--- config.mk ---
export PLATFORM = sky130hd
export DESIGN_NAME = ysyx_25040129_lsu
export DESIGN_NICKNAME = d
export VERILOG_FILES = /design/src/rtl/ysyx_25040129_lsu.sv
export SDC_FILE = /design/constraint.sdc
export NUM_CORES = 1
export LEC_CHECK = 0
export BUFFER_PORTS_ARGS = -buffer_cell sky130_fd_sc_hd__buf_2
export CAP_MARGIN = 25
export CORE_MARGIN = 5
export CORE_UTILIZATION = 52
export CTS_CLUSTER_DIAMETER = 40
export DETAILED_ROUTE_END_ITERATION = 8
export PLACE_DENSITY_LB_ADDON = 0.12
export SYNTH_ARGS = -nofsm -noshare
export SYNTH_HDL_FRONTEND = slang
export SYNTH_SLANG_ARGS = --single-unit
--- constraint.sdc ---
create_clock -name clock -period 3.6 [get_ports clock]
set_input_delay 0 -clock clock [delete_from_list [all_inputs] [get_ports clock]]
set_output_delay 0 -clock clock [all_outputs]
set_load 0.05 [all_outputs]
--- src/rtl/ysyx_25040129_lsu.sv ---
// Load/store stage of the ysyx_25040129 RV32 pipeline: takes one instruction from EXU,
// performs at most one aligned bus access, and hands the result to WBU.
module ysyx_25040129_lsu #(
   parameter int REGS_DIG = 5,
   parameter int CSR_DIG  = 12
) (
   input  logic                clock,
   input  logic                reset,
   input  logic                is_req_valid_from_exu,
   output logic                is_req_ready_to_exu,
   input  logic [REGS_DIG-1:0] rd_in_lsu,
   input  logic [31:0]         result_in_lsu,
   input  logic [31:0]         store_data_in_lsu,
   input  logic                mem_read_in_lsu,
   input  logic                mem_write_in_lsu,
   input  logic [2:0]          funct3_in_lsu,
   input  logic [CSR_DIG-1:0]  csr_addr_in_lsu,
   input  logic                csr_write_in_lsu,
   input  logic                reg_write_in_lsu,
   output logic                mem_req_valid,
   input  logic                mem_req_ready,
   output logic [31:0]         mem_req_addr,
   output logic                mem_req_wen,
   output logic [31:0]         mem_req_wdata,
   output logic [3:0]          mem_req_wmask,
   input  logic                mem_resp_valid,
   input  logic [31:0]         mem_resp_rdata,
   input  logic                mem_resp_err,
   output logic                is_req_valid_to_wbu,
   input  logic                is_req_ready_from_wbu,
   output logic [REGS_DIG-1:0] rd_out_lsu,
   output logic [31:0]         result_out_lsu,
   output logic [CSR_DIG-1:0]  csr_addr_out_lsu,
   output logic                csr_write_out_lsu,
   output logic                reg_write_out_lsu,
   output logic                access_fault_out_lsu,
   output logic                is_data_forward_valid_from_lsu,
   output logic [31:0]         lsu_forward_data
);

   typedef enum logic [1:0] {IDLE, REQ, WAIT, DONE} stateT;

   stateT               state_q;
   logic [REGS_DIG-1:0] rd_q;
   logic [31:0]         addr_q;
   logic [31:0]         storeData_q;
   logic                isLoad_q;
   logic                isStore_q;
   logic [2:0]          funct3_q;
   logic [CSR_DIG-1:0]  csrAddr_q;
   logic                csrWrite_q;
   logic                regWrite_q;
   logic [31:0]         result_q;
   logic                fault_q;
   logic                wbRegWrite_q;

   logic                isMemIn;
   logic                misalignedIn;
   logic [3:0]          laneMask;
   logic [31:0]         laneData;
   logic [31:0]         shiftedWord;
   logic [31:0]         loadValue;

   // funct3[1:0] encodes the access size: 00 byte, 01 halfword, anything else a word.
   assign isMemIn      = mem_read_in_lsu | mem_write_in_lsu;
   assign misalignedIn = ((funct3_in_lsu[1:0] == 2'b01) & result_in_lsu[0]) |
                         (funct3_in_lsu[1] & (result_in_lsu[1:0] != 2'b00));

   always_comb begin
      laneMask = 4'b1111;
      laneData = storeData_q;
      case (funct3_q[1:0])
         2'b00: begin
            laneMask = 4'b0001 << addr_q[1:0];
            laneData = {4{storeData_q[7:0]}};
         end
         2'b01: begin
            laneMask = 4'b0011 << addr_q[1:0];
            laneData = {2{storeData_q[15:0]}};
         end
         default: begin
            laneMask = 4'b1111;
            laneData = storeData_q;
         end
      endcase
   end

   // Bring the addressed byte/halfword down to bit 0 before sign or zero extension.
   assign shiftedWord = mem_resp_rdata >> {addr_q[1:0], 3'b000};

   always_comb begin
      loadValue = mem_resp_rdata;
      case (funct3_q)
         3'b000:  loadValue = {{24{shiftedWord[7]}}, shiftedWord[7:0]};
         3'b001:  loadValue = {{16{shiftedWord[15]}}, shiftedWord[15:0]};
         3'b100:  loadValue = {24'd0, shiftedWord[7:0]};
         3'b101:  loadValue = {16'd0, shiftedWord[15:0]};
         default: loadValue = mem_resp_rdata;
      endcase
   end

   always_ff @(posedge clock or negedge reset) begin
      if (!reset) begin
         state_q      <= IDLE;
         rd_q         <= '0;
         addr_q       <= '0;
         storeData_q  <= '0;
         isLoad_q     <= 1'b0;
         isStore_q    <= 1'b0;
         funct3_q     <= '0;
         csrAddr_q    <= '0;
         csrWrite_q   <= 1'b0;
         regWrite_q   <= 1'b0;
         result_q     <= '0;
         fault_q      <= 1'b0;
         wbRegWrite_q <= 1'b0;
      end else begin
         case (state_q)
            IDLE: begin
               if (is_req_valid_from_exu) begin
                  rd_q        <= rd_in_lsu;
                  addr_q      <= result_in_lsu;
                  storeData_q <= store_data_in_lsu;
                  isLoad_q    <= mem_read_in_lsu;
                  isStore_q   <= mem_write_in_lsu & ~mem_read_in_lsu;
                  funct3_q    <= funct3_in_lsu;
                  csrAddr_q   <= csr_addr_in_lsu;
                  csrWrite_q  <= csr_write_in_lsu;
                  regWrite_q  <= reg_write_in_lsu;
                  if (!isMemIn) begin
                     result_q     <= result_in_lsu;
                     fault_q      <= 1'b0;
                     wbRegWrite_q <= reg_write_in_lsu;
                     state_q      <= DONE;
                  end else if (misalignedIn) begin
                     result_q     <= '0;
                     fault_q      <= 1'b1;
                     wbRegWrite_q <= 1'b0;
                     state_q      <= DONE;
                  end else begin
                     state_q <= REQ;
                  end
               end
            end
            REQ: begin
               if (mem_req_ready) begin
                  state_q <= WAIT;
               end
            end
            WAIT: begin
               if (mem_resp_valid) begin
                  if (mem_resp_err) begin
                     result_q     <= '0;
                     fault_q      <= 1'b1;
                     wbRegWrite_q <= 1'b0;
                  end else begin
                     result_q     <= isLoad_q ? loadValue : 32'd0;
                     fault_q      <= 1'b0;
                     wbRegWrite_q <= regWrite_q;
                  end
                  state_q <= DONE;
               end
            end
            DONE: begin
               if (is_req_ready_from_wbu) begin
                  state_q <= IDLE;
               end
            end
            default: state_q <= IDLE;
         endcase
      end
   end

   assign is_req_ready_to_exu = (state_q == IDLE);

   assign mem_req_valid = (state_q == REQ);
   assign mem_req_addr  = {addr_q[31:2], 2'b00};
   assign mem_req_wen   = isStore_q;
   assign mem_req_wdata = laneData;
   assign mem_req_wmask = isStore_q ? laneMask : 4'b0000;

   // Write enables and the fault flag only mean anything while the result is on offer.
   assign is_req_valid_to_wbu            = (state_q == DONE);
   assign rd_out_lsu                     = rd_q;
   assign result_out_lsu                 = result_q;
   assign csr_addr_out_lsu               = csrAddr_q;
   assign csr_write_out_lsu              = (state_q == DONE) & csrWrite_q;
   assign reg_write_out_lsu              = (state_q == DONE) & wbRegWrite_q;
   assign access_fault_out_lsu           = (state_q == DONE) & fault_q;
   assign is_data_forward_valid_from_lsu = reg_write_out_lsu;
   assign lsu_forward_data               = result_q;

endmodule

==> flow_summary.ini, run 1 <==
[outcome]
outcome = finished, final reports clean

[logic_synthesis]
synthFlopType = dfrtp_1
synthArstFlopShare = 1.00
syn_avg_cell_area_um2 = 11.2
ys_types = 47
ys_warn_count = 0
ys_seq_area_frac = 0.458
syn_inst = 607
synth_area_um2 = 6770
synth-edff-count = 0
synth-seq-cells = 124

[floorplan]
dieWidth_um = 124
fp.coreArea_um2 = 12700
dieArea_um2 = 15400
io_pins = 284
num_rows = 41
fp.dieH_um = 124
start_util = 0.535

[cts]
max-clock-path-buffers = 2
clk_latency_ns = 0.41
root_buffer = clkbuf_16
cts_num_sinks = 124
clk_pin_slew_worst_paths_ns = 0.05
cts_buffers = 17
cts-resized-gates = 0
post_cts_buffers = 0
h-tree-depth = 4
cts_tree = yes

[global_routing]
grt_pass1_wl_um = 32100
grt_pass1_vias = 6150
grt_max_degree = 125
antenna_found_initial = 0
gr-total-overflow = 0
grt_usage = 0.273

[worst_setup_path]
r2r_cells = 7
worstPathCellList = clkinv_1 > a21boi_0 > buf_2
path_delay_family = buffers and inverters
critPathMaxStageDelay_ns = 0.74
crit_fanout = 25
crit_cells = 3
r2r-start = state_q[0]
path_buf_inv = 2
startpoint_type = flip-flop
worstPathArrival_ns = 2.53
cp_slowest_cell = dfrtp_1
cp-startpoint = funct3_q[1]
crit_path_end_kind = primary output
required_ns = 3.60
criticalPathCategory = flip-flop to primary output

[sta]
hold_viol_final = 0
setup-tns-final_ns = 0
fin_skew_ns = 0.00683
grt_setup_unrepaired = no
slew_viol_final = 0
relSlewSlack = 0.344
period_needed_ns = 2.53
fmax_mhz = 395
setup_viol = 0
period_share = 0.704
whs_ns = 0.0306
worst_pin_slew_ns = 0.983

[placement]
gp_congestion = 0.852
dp_hpwl_um = 14000
portBuffers = 281

[detailed_routing]
routedWlPerCell_um = 19.0
wl_um = 20800
num_vias = 5789
detail-route-antenna-nets = 0
post-route-drc-count = 0
routed_via_density = 5.28
drt_iter0_drc = 313
first_pass_iters = 4

[run]
drv_cap = 0

[worst_hold_path]
holdPathStages = 3
min-delay-start = mem_resp_rdata[3]
min_path_type = input port to flip-flop

[finish]
syn_to_final_growth_pct = 38.8
drive_gt1_frac = 0.486
layout_commonest_cell = buf_2
final_net_count = 1044
final_cell_mix = buf_2, dfrtp_1, dlygate4sd3_1
num_antenna_cells = 0
[cells by family (layout without fill, tap and decap cells)]
logic type      after synthesis  count (layout)  share of synthesized area
mux                         136             136                      0.220
flops                       124             124                      0.458
buf+inv                     117             433                      0.113
compound gates              116             116                      0.130
simple gates                108             108                     0.0689
fa+ha+maj                     5               5                    0.00924
other cells                   1               2                   0.000554
[stage by stage]
step | cells | setup slack [ns] | area, um^2 | util
floorplan | 608 | 1.46 | 6780 | -
global placement | 957 | 1.32 | 7730 | 0.610
detailed placement | 958 | 1.13 | 7750 | 0.612
CTS | 1095 | 1.05 | 9390 | 0.741
global route | 1096 | 0.864 | 9400 | 0.742
finish | 1096 | 1.07 | 9400 | 0.742
[cell usage after synthesis (2+ instances only)]
master | n | area share
dfrtp_1 | 124 | 0.46
buf_4 | 78 | 0.086
nand3_1 | 2 | 0.0015
nor2_1 | 65 | 0.036
o22ai_1 | 2 | 0.0018
a21boi_0 | 2 | 0.0022
ha_1 | 5 | 0.0092
nor2b_1 | 5 | 0.0046
clkbuf_1 | 10 | 0.0055
mux2i_1 | 32 | 0.047
a21oi_2 | 9 | 0.012
a21oi_1 | 36 | 0.027
o221ai_1 | 7 | 0.0091
o21a_1 | 2 | 0.0022
a2bb2oi_2 | 10 | 0.022
o31ai_1 | 8 | 0.0089
o21ai_0 | 18 | 0.013
nand2_1 | 19 | 0.011
inv_1 | 6 | 0.0033
and2_1 | 10 | 0.0092
nand2b_1 | 3 | 0.0028
o21ai_1 | 3 | 0.0022
buf_1 | 10 | 0.0055
a2bb2oi_1 | 7 | 0.0091
buf_2 | 9 | 0.0067
mux2_2 | 104 | 0.17
[worst register-to-register path, delay by kind of cell, from the launching register on]
family	cells	cell delay, ns
compound gates	3	1.09
buf+inv	2	0.54
fa+ha+maj	1	0.32
simple gates	1	0.10
flops	1	0.39
[flip-flops by register name (all words and copies together) (netlist names), 2 cells and up]
register	cells
rd_out_lsu	5
csr_addr_out_lsu	12
funct3_q	3
lsu_forward_data	32
addr_q	32
state_q	2
storeData_q	32
[timing repair]
action / CTS / global route
hold endpoints to repair: 246 / 0
hold buffers: 106 / 0
setup endpoints to repair: 0 / 0
[layer usage]
layer	global-route usage	up-vias	routed length (um)
li1	-	2667	-
met1	0.305	2835	7870
met2	0.495	242	10900
met3	0.0740	45	1440
met4	0.0999	0	597
met5	0	-	0
[layout make-up]
type / instances / area, um^2
Clock buffer: 24 / 492
Clock inverter: 7 / 87.6
Fill cell: 889 / 3270
Inverter: 8 / 30.0
Multi-Input combinational cell: 367 / 2920
Sequential cell: 124 / 3100
Tap cell: 172 / 215
Timing Repair Buffer: 394 / 2550
[path summary, 6_finish.rpt]
| check | end | slack, ns |
|---|---|---|
| max | mem_req_wmask[3] | 1.07 |
| min | lsu_forward_data[3] | 0.03 |
| max reg2reg | lsu_forward_data[30] | 1.09 |
| min reg2reg | addr_q[18] | 0.50 |
| max in group asynchronous | rd_out_lsu[4] | 2.88 |
| min in group asynchronous | addr_q[9] | 0.24 |
Power of run 1 is left out: the tool's default activity adds up to more than one toggle a clock period on the data nets, which glitch-free logic cannot reach.
==> inputs of run 2 (changes only) <==
--- a/config.mk
+++ b/config.mk
@@ -8,7 +8,7 @@
 export BUFFER_PORTS_ARGS = -buffer_cell sky130_fd_sc_hd__buf_2
 export CAP_MARGIN = 25
 export CORE_MARGIN = 5
-export CORE_UTILIZATION = 52
+export CORE_UTILIZATION = 49
 export CTS_CLUSTER_DIAMETER = 40
 export DETAILED_ROUTE_END_ITERATION = 8
 export PLACE_DENSITY_LB_ADDON = 0.12
==> constraint.sdc (replaced) <==
create_clock -name clock -period 2.34 [get_ports clock]
set_input_delay 0 -clock clock [delete_from_list [all_inputs] [get_ports clock]]
set_output_delay 0 -clock clock [all_outputs]
set_load 0.05 [all_outputs]
==> flow_summary.ini, run 2 (same netlist as run 1, synthesis figures left out) <==
[cts]
cts_num_sinks = 124
max-clock-path-buffers = 2
clk_pin_slew_worst_paths_ns = 0.05
post_cts_buffers = 0
cts_buffers = 17
clk_latency_ns = 0.42
h-tree-depth = 4
root_buffer = clkbuf_16
cts_tree = yes

[worst_hold_path]
hold_end = state_q[0]
min-delay-start = is_req_ready_from_wbu
min_path_type = input port to flip-flop
holdPathStages = 3

[detailed_routing]
num_vias = 5703
detail-route-antenna-nets = 0
drt_iter0_drc = 292
first_pass_iters = 4
wl_um = 20400
routed_via_density = 5.11
routedWlPerCell_um = 18.3
post-route-drc-count = 0

[sta]
setup_viol = 0
fmax_mhz = 466
fin_skew_ns = 0.00643
setup-tns-final_ns = 0
relSlewSlack = 0.606
slew_viol_final = 0
grt_setup_unrepaired = no
hold_viol_final = 0
worst_pin_slew_ns = 0.590
period_needed_ns = 2.15
whs_ns = 0.0109
period_share = 0.918

[global_routing]
grt_max_degree = 90
gr-total-overflow = 0
grt_usage = 0.254
antenna_found_initial = 0
grt_pass1_wl_um = 32500
grt_pass1_vias = 6212

[worst_setup_path]
startpoint_type = flip-flop
r2r_cells = 7
r2r-start = state_q[0]
crit_fanout = 43
criticalPathCategory = flip-flop to flip-flop
crit_path_end_kind = flip-flop
required_ns = 2.62
reg2reg_to = lsu_forward_data[14]
worstPathArrival_ns = 2.43
rrSetupSlack_ns = 0.19

[finish]
final_net_count = 1053
layout_commonest_cell = buf_2
drive_gt1_frac = 0.498
fill_cells = 1016
seq_area_um2 = 3100
final_cell_mix = buf_2, dfrtp_1, mux2_2, dlygate4sd3_1, nor2_1
finish.utilization = 0.694
syn_to_final_growth_pct = 40.5
multiInputGateArea_um2 = 2920

[floorplan]
fp.dieH_um = 128
num_rows = 43
fp.coreArea_um2 = 13700
io_pins = 284
dieArea_um2 = 16300
start_util = 0.494
dieWidth_um = 128

[placement]
dp_hpwl_um = 14400
portBuffers = 281
gp_congestion = 0.876

[outcome]
outcome = finished, final reports clean

[run]
drv_cap = 0
==> run 2: area by class of cell <==
class,instances,area share
antenna,1,0.000263
sequential,124,0.326
clock inverter,12,0.0151
tap,180,0.0237
inverter,8,0.00355
clock buffer,20,0.0490
timing repair buffer,403,0.276
multi-input combinational,367,0.307
==> run 2: layer usage <==
layer	part of all wire	GRT usage
met2	0.51	0.447
met3	0.076	0.0686
met5	0	0
met1	0.38	0.290
met4	0.033	0.110
==> run 2: stage by stage <==
| stage | instances | area [um^2] | setup slack (ns) |
|---|---|---|---|
| 2_1_floorplan | 608 | 6780 | 0.195 |
| 3_3_place_gp | 978 | 7860 | 0.362 |
| 3_5_place_dp | 978 | 7860 | 0.242 |
| 4_1_cts | 1114 | 9510 | 0.119 |
| 5_1_grt | 1114 | 9510 | 0.0610 |
| 6_report | 1115 | 9520 | 0.193 |
==> run 2: worst max path at each step <==
| stage | depth (start not counted) | slack, ns | endpoint | start |
|---|---|---|---|---|
| 2_1_floorplan | 4 | 0.20 | mem_req_wmask[3] | addr_q[1] |
| 3_3_place_gp | 7 | 0.36 | lsu_forward_data[12] | state_q[0] |
| 5_1_grt | 7 | 0.06 | lsu_forward_data[8] | state_q[0] |
| 6_report | 7 | 0.19 | lsu_forward_data[14] | state_q[0] |
| 3_5_place_dp | 7 | 0.24 | lsu_forward_data[8] | state_q[0] |
| 4_1_cts | 3 | 0.12 | mem_req_wmask[3] | funct3_q[1] |
==> run 2: timing repair <==
| item | CTS | global route |
|---|---|---|
| resized for setup | 0 | 1 |
| setup endpoints to repair | 0 | 1 |
| hold endpoints to repair | 164 | 0 |
| hold buffers | 104 | 0 |
==> run 2: critical path, cell delays in order, from the launching register on <==
cell and delay, ns:
dfrtp_1 0.37, inv_1 0.10, ha_1 0.29, a22oi_1 0.37, o211a_2 0.29, buf_12 0.24
mux2i_1 0.25, o31ai_1 0.10
Power of run 2 is left out for the same reason.
==> inputs of run 3 (changes only) <==
==> constraint.sdc (replaced) <==
create_clock -name clock -period 2.35 [get_ports clock]
set_input_delay 0 -clock clock [delete_from_list [all_inputs] [get_ports clock]]
set_output_delay 0 -clock clock [all_outputs]
set_load 0.05 [all_outputs]
==> flow_summary.ini, run 3 (same netlist as run 1, synthesis figures left out) <==
[outcome]
outcome = finished, final reports clean

[worst_setup_path]
crit_path_end_kind = primary output
rrSetupSlack_ns = 0.22
criticalPathCategory = flip-flop to primary output
r2r_cells = 7
crit_fanout = 20
r2r-start = state_q[0]
required_ns = 2.35
reg2reg_to = lsu_forward_data[9]
startpoint_type = flip-flop
worstPathArrival_ns = 2.16

[detailed_routing]
first_pass_iters = 5
routed_via_density = 5.16
num_vias = 5761
drt_iter0_drc = 229
routedWlPerCell_um = 18.2
post-route-drc-count = 0
wl_um = 20300
detail-route-antenna-nets = 0

[worst_hold_path]
min_path_type = input port to flip-flop
holdPathStages = 3
hold_end = state_q[0]
min-delay-start = mem_req_ready

[run]
drv_cap = 0

[global_routing]
grt_pass1_vias = 6120
antenna_found_initial = 0
grt_pass1_wl_um = 31900
grt_max_degree = 70
gr-total-overflow = 0
grt_usage = 0.249

[finish]
drive_gt1_frac = 0.495
seq_area_um2 = 3100
fill_cells = 1026
final_net_count = 1056
final_cell_mix = buf_2, dfrtp_1, dlygate4sd3_1
syn_to_final_growth_pct = 40.8
layout_commonest_cell = buf_2
multiInputGateArea_um2 = 2920
num_antenna_cells = 0

[sta]
slew_viol_final = 0
worst_pin_slew_ns = 0.579
relSlewSlack = 0.611
fin_skew_ns = 0.00342
grt_setup_unrepaired = no
setup-tns-final_ns = 0
setup_viol = 0
hold_viol_final = 0
period_share = 0.921
period_needed_ns = 2.16
fmax_mhz = 462

[floorplan]
dieArea_um2 = 16300
io_pins = 284
fp.dieH_um = 128
start_util = 0.494
num_rows = 43
fp.coreArea_um2 = 13700
dieWidth_um = 128

[cts]
clk_latency_ns = 0.41
root_buffer = clkbuf_16
cts_buffers = 17
cts_num_sinks = 124
h-tree-depth = 4
max-clock-path-buffers = 2
cts_tree = yes
clk_pin_slew_worst_paths_ns = 0.05

[placement]
gp_congestion = 0.894
dp_hpwl_um = 14600
portBuffers = 281
-- run 3: cell count changes in the layout (fill, tap and decap cells not counted), sizes merged, moves of 2 or more --
cell	before	now
clkbuf	20	25
clkinv	7	4
buf	299	301
clkinvlp	3	1
-- run 3: how the worst max path moves through the flow --
stage               cells after the start  slack, ns                    to         from
detailed placement                      7       0.23   lsu_forward_data[9]   state_q[0]
finish                                  4       0.19     mem_req_wdata[15]  funct3_q[1]
global route                            3      0.009      mem_req_wmask[3]  funct3_q[1]
CTS                                     4       0.20     mem_req_wdata[15]  funct3_q[1]
global placement                        7       0.36  lsu_forward_data[12]   state_q[0]
floorplan                               4       0.21      mem_req_wmask[3]    addr_q[1]
-- run 3: routing by layer --
layer,vias to the layer above,part of all wire,GRT usage
met1,2800,0.38,0.287
met4,0,0.028,0.0978
met2,241,0.52,0.441
li1,2681,-,-
met3,39,0.073,0.0631
met5,-,0,0
-- run 3: worst max-delay path, cell delays in order (launching register included) --
cell,delay [ns]
dfrtp_1,0.48
buf_4,0.25
nor2_2,0.40
mux2_2,0.40
buf_2,0.22
-- run 3: cell type report --
type / count / share of cell area
clock buffers: 25 / 0.0541
clock inverters: 6 / 0.00866
inverters: 8 / 0.00315
multi-input cells: 367 / 0.306
flip-flops and latches: 124 / 0.325
well taps: 180 / 0.0236
repair buffers: 406 / 0.279
-- run 3: timing repair --
| item | 4_1_cts | 5_1_grt |
|---|---|---|
| setup endpoints to repair | 0 | 0 |
| hold buffers | 105 | 0 |
| hold endpoints to repair | 159 | 0 |
| buffers inserted | 0 | 0 |
| gates resized for setup | 0 | 0 |
-- run 3: per-stage QoR --
| stage | cells | utilization | setup slack, ns | hold WS, ns | instance area, um^2 |
|---|---|---|---|---|---|
| 6_report | 1116 | 0.695 | 0.186 | 0.0223 | 9540 |
| 5_1_grt | 1116 | 0.695 | 0.00925 | 0.0399 | 9540 |
| 4_1_cts | 1116 | 0.695 | 0.197 | 0.0112 | 9540 |
| 3_5_place_dp | 980 | 0.575 | 0.235 | 0.0148 | 7890 |
| 3_3_place_gp | 980 | 0.575 | 0.358 | 0.00711 | 7890 |
| 2_1_floorplan | 608 | - | 0.205 | -0.296 | 6780 |
Power of run 3 is left out for the same reason.
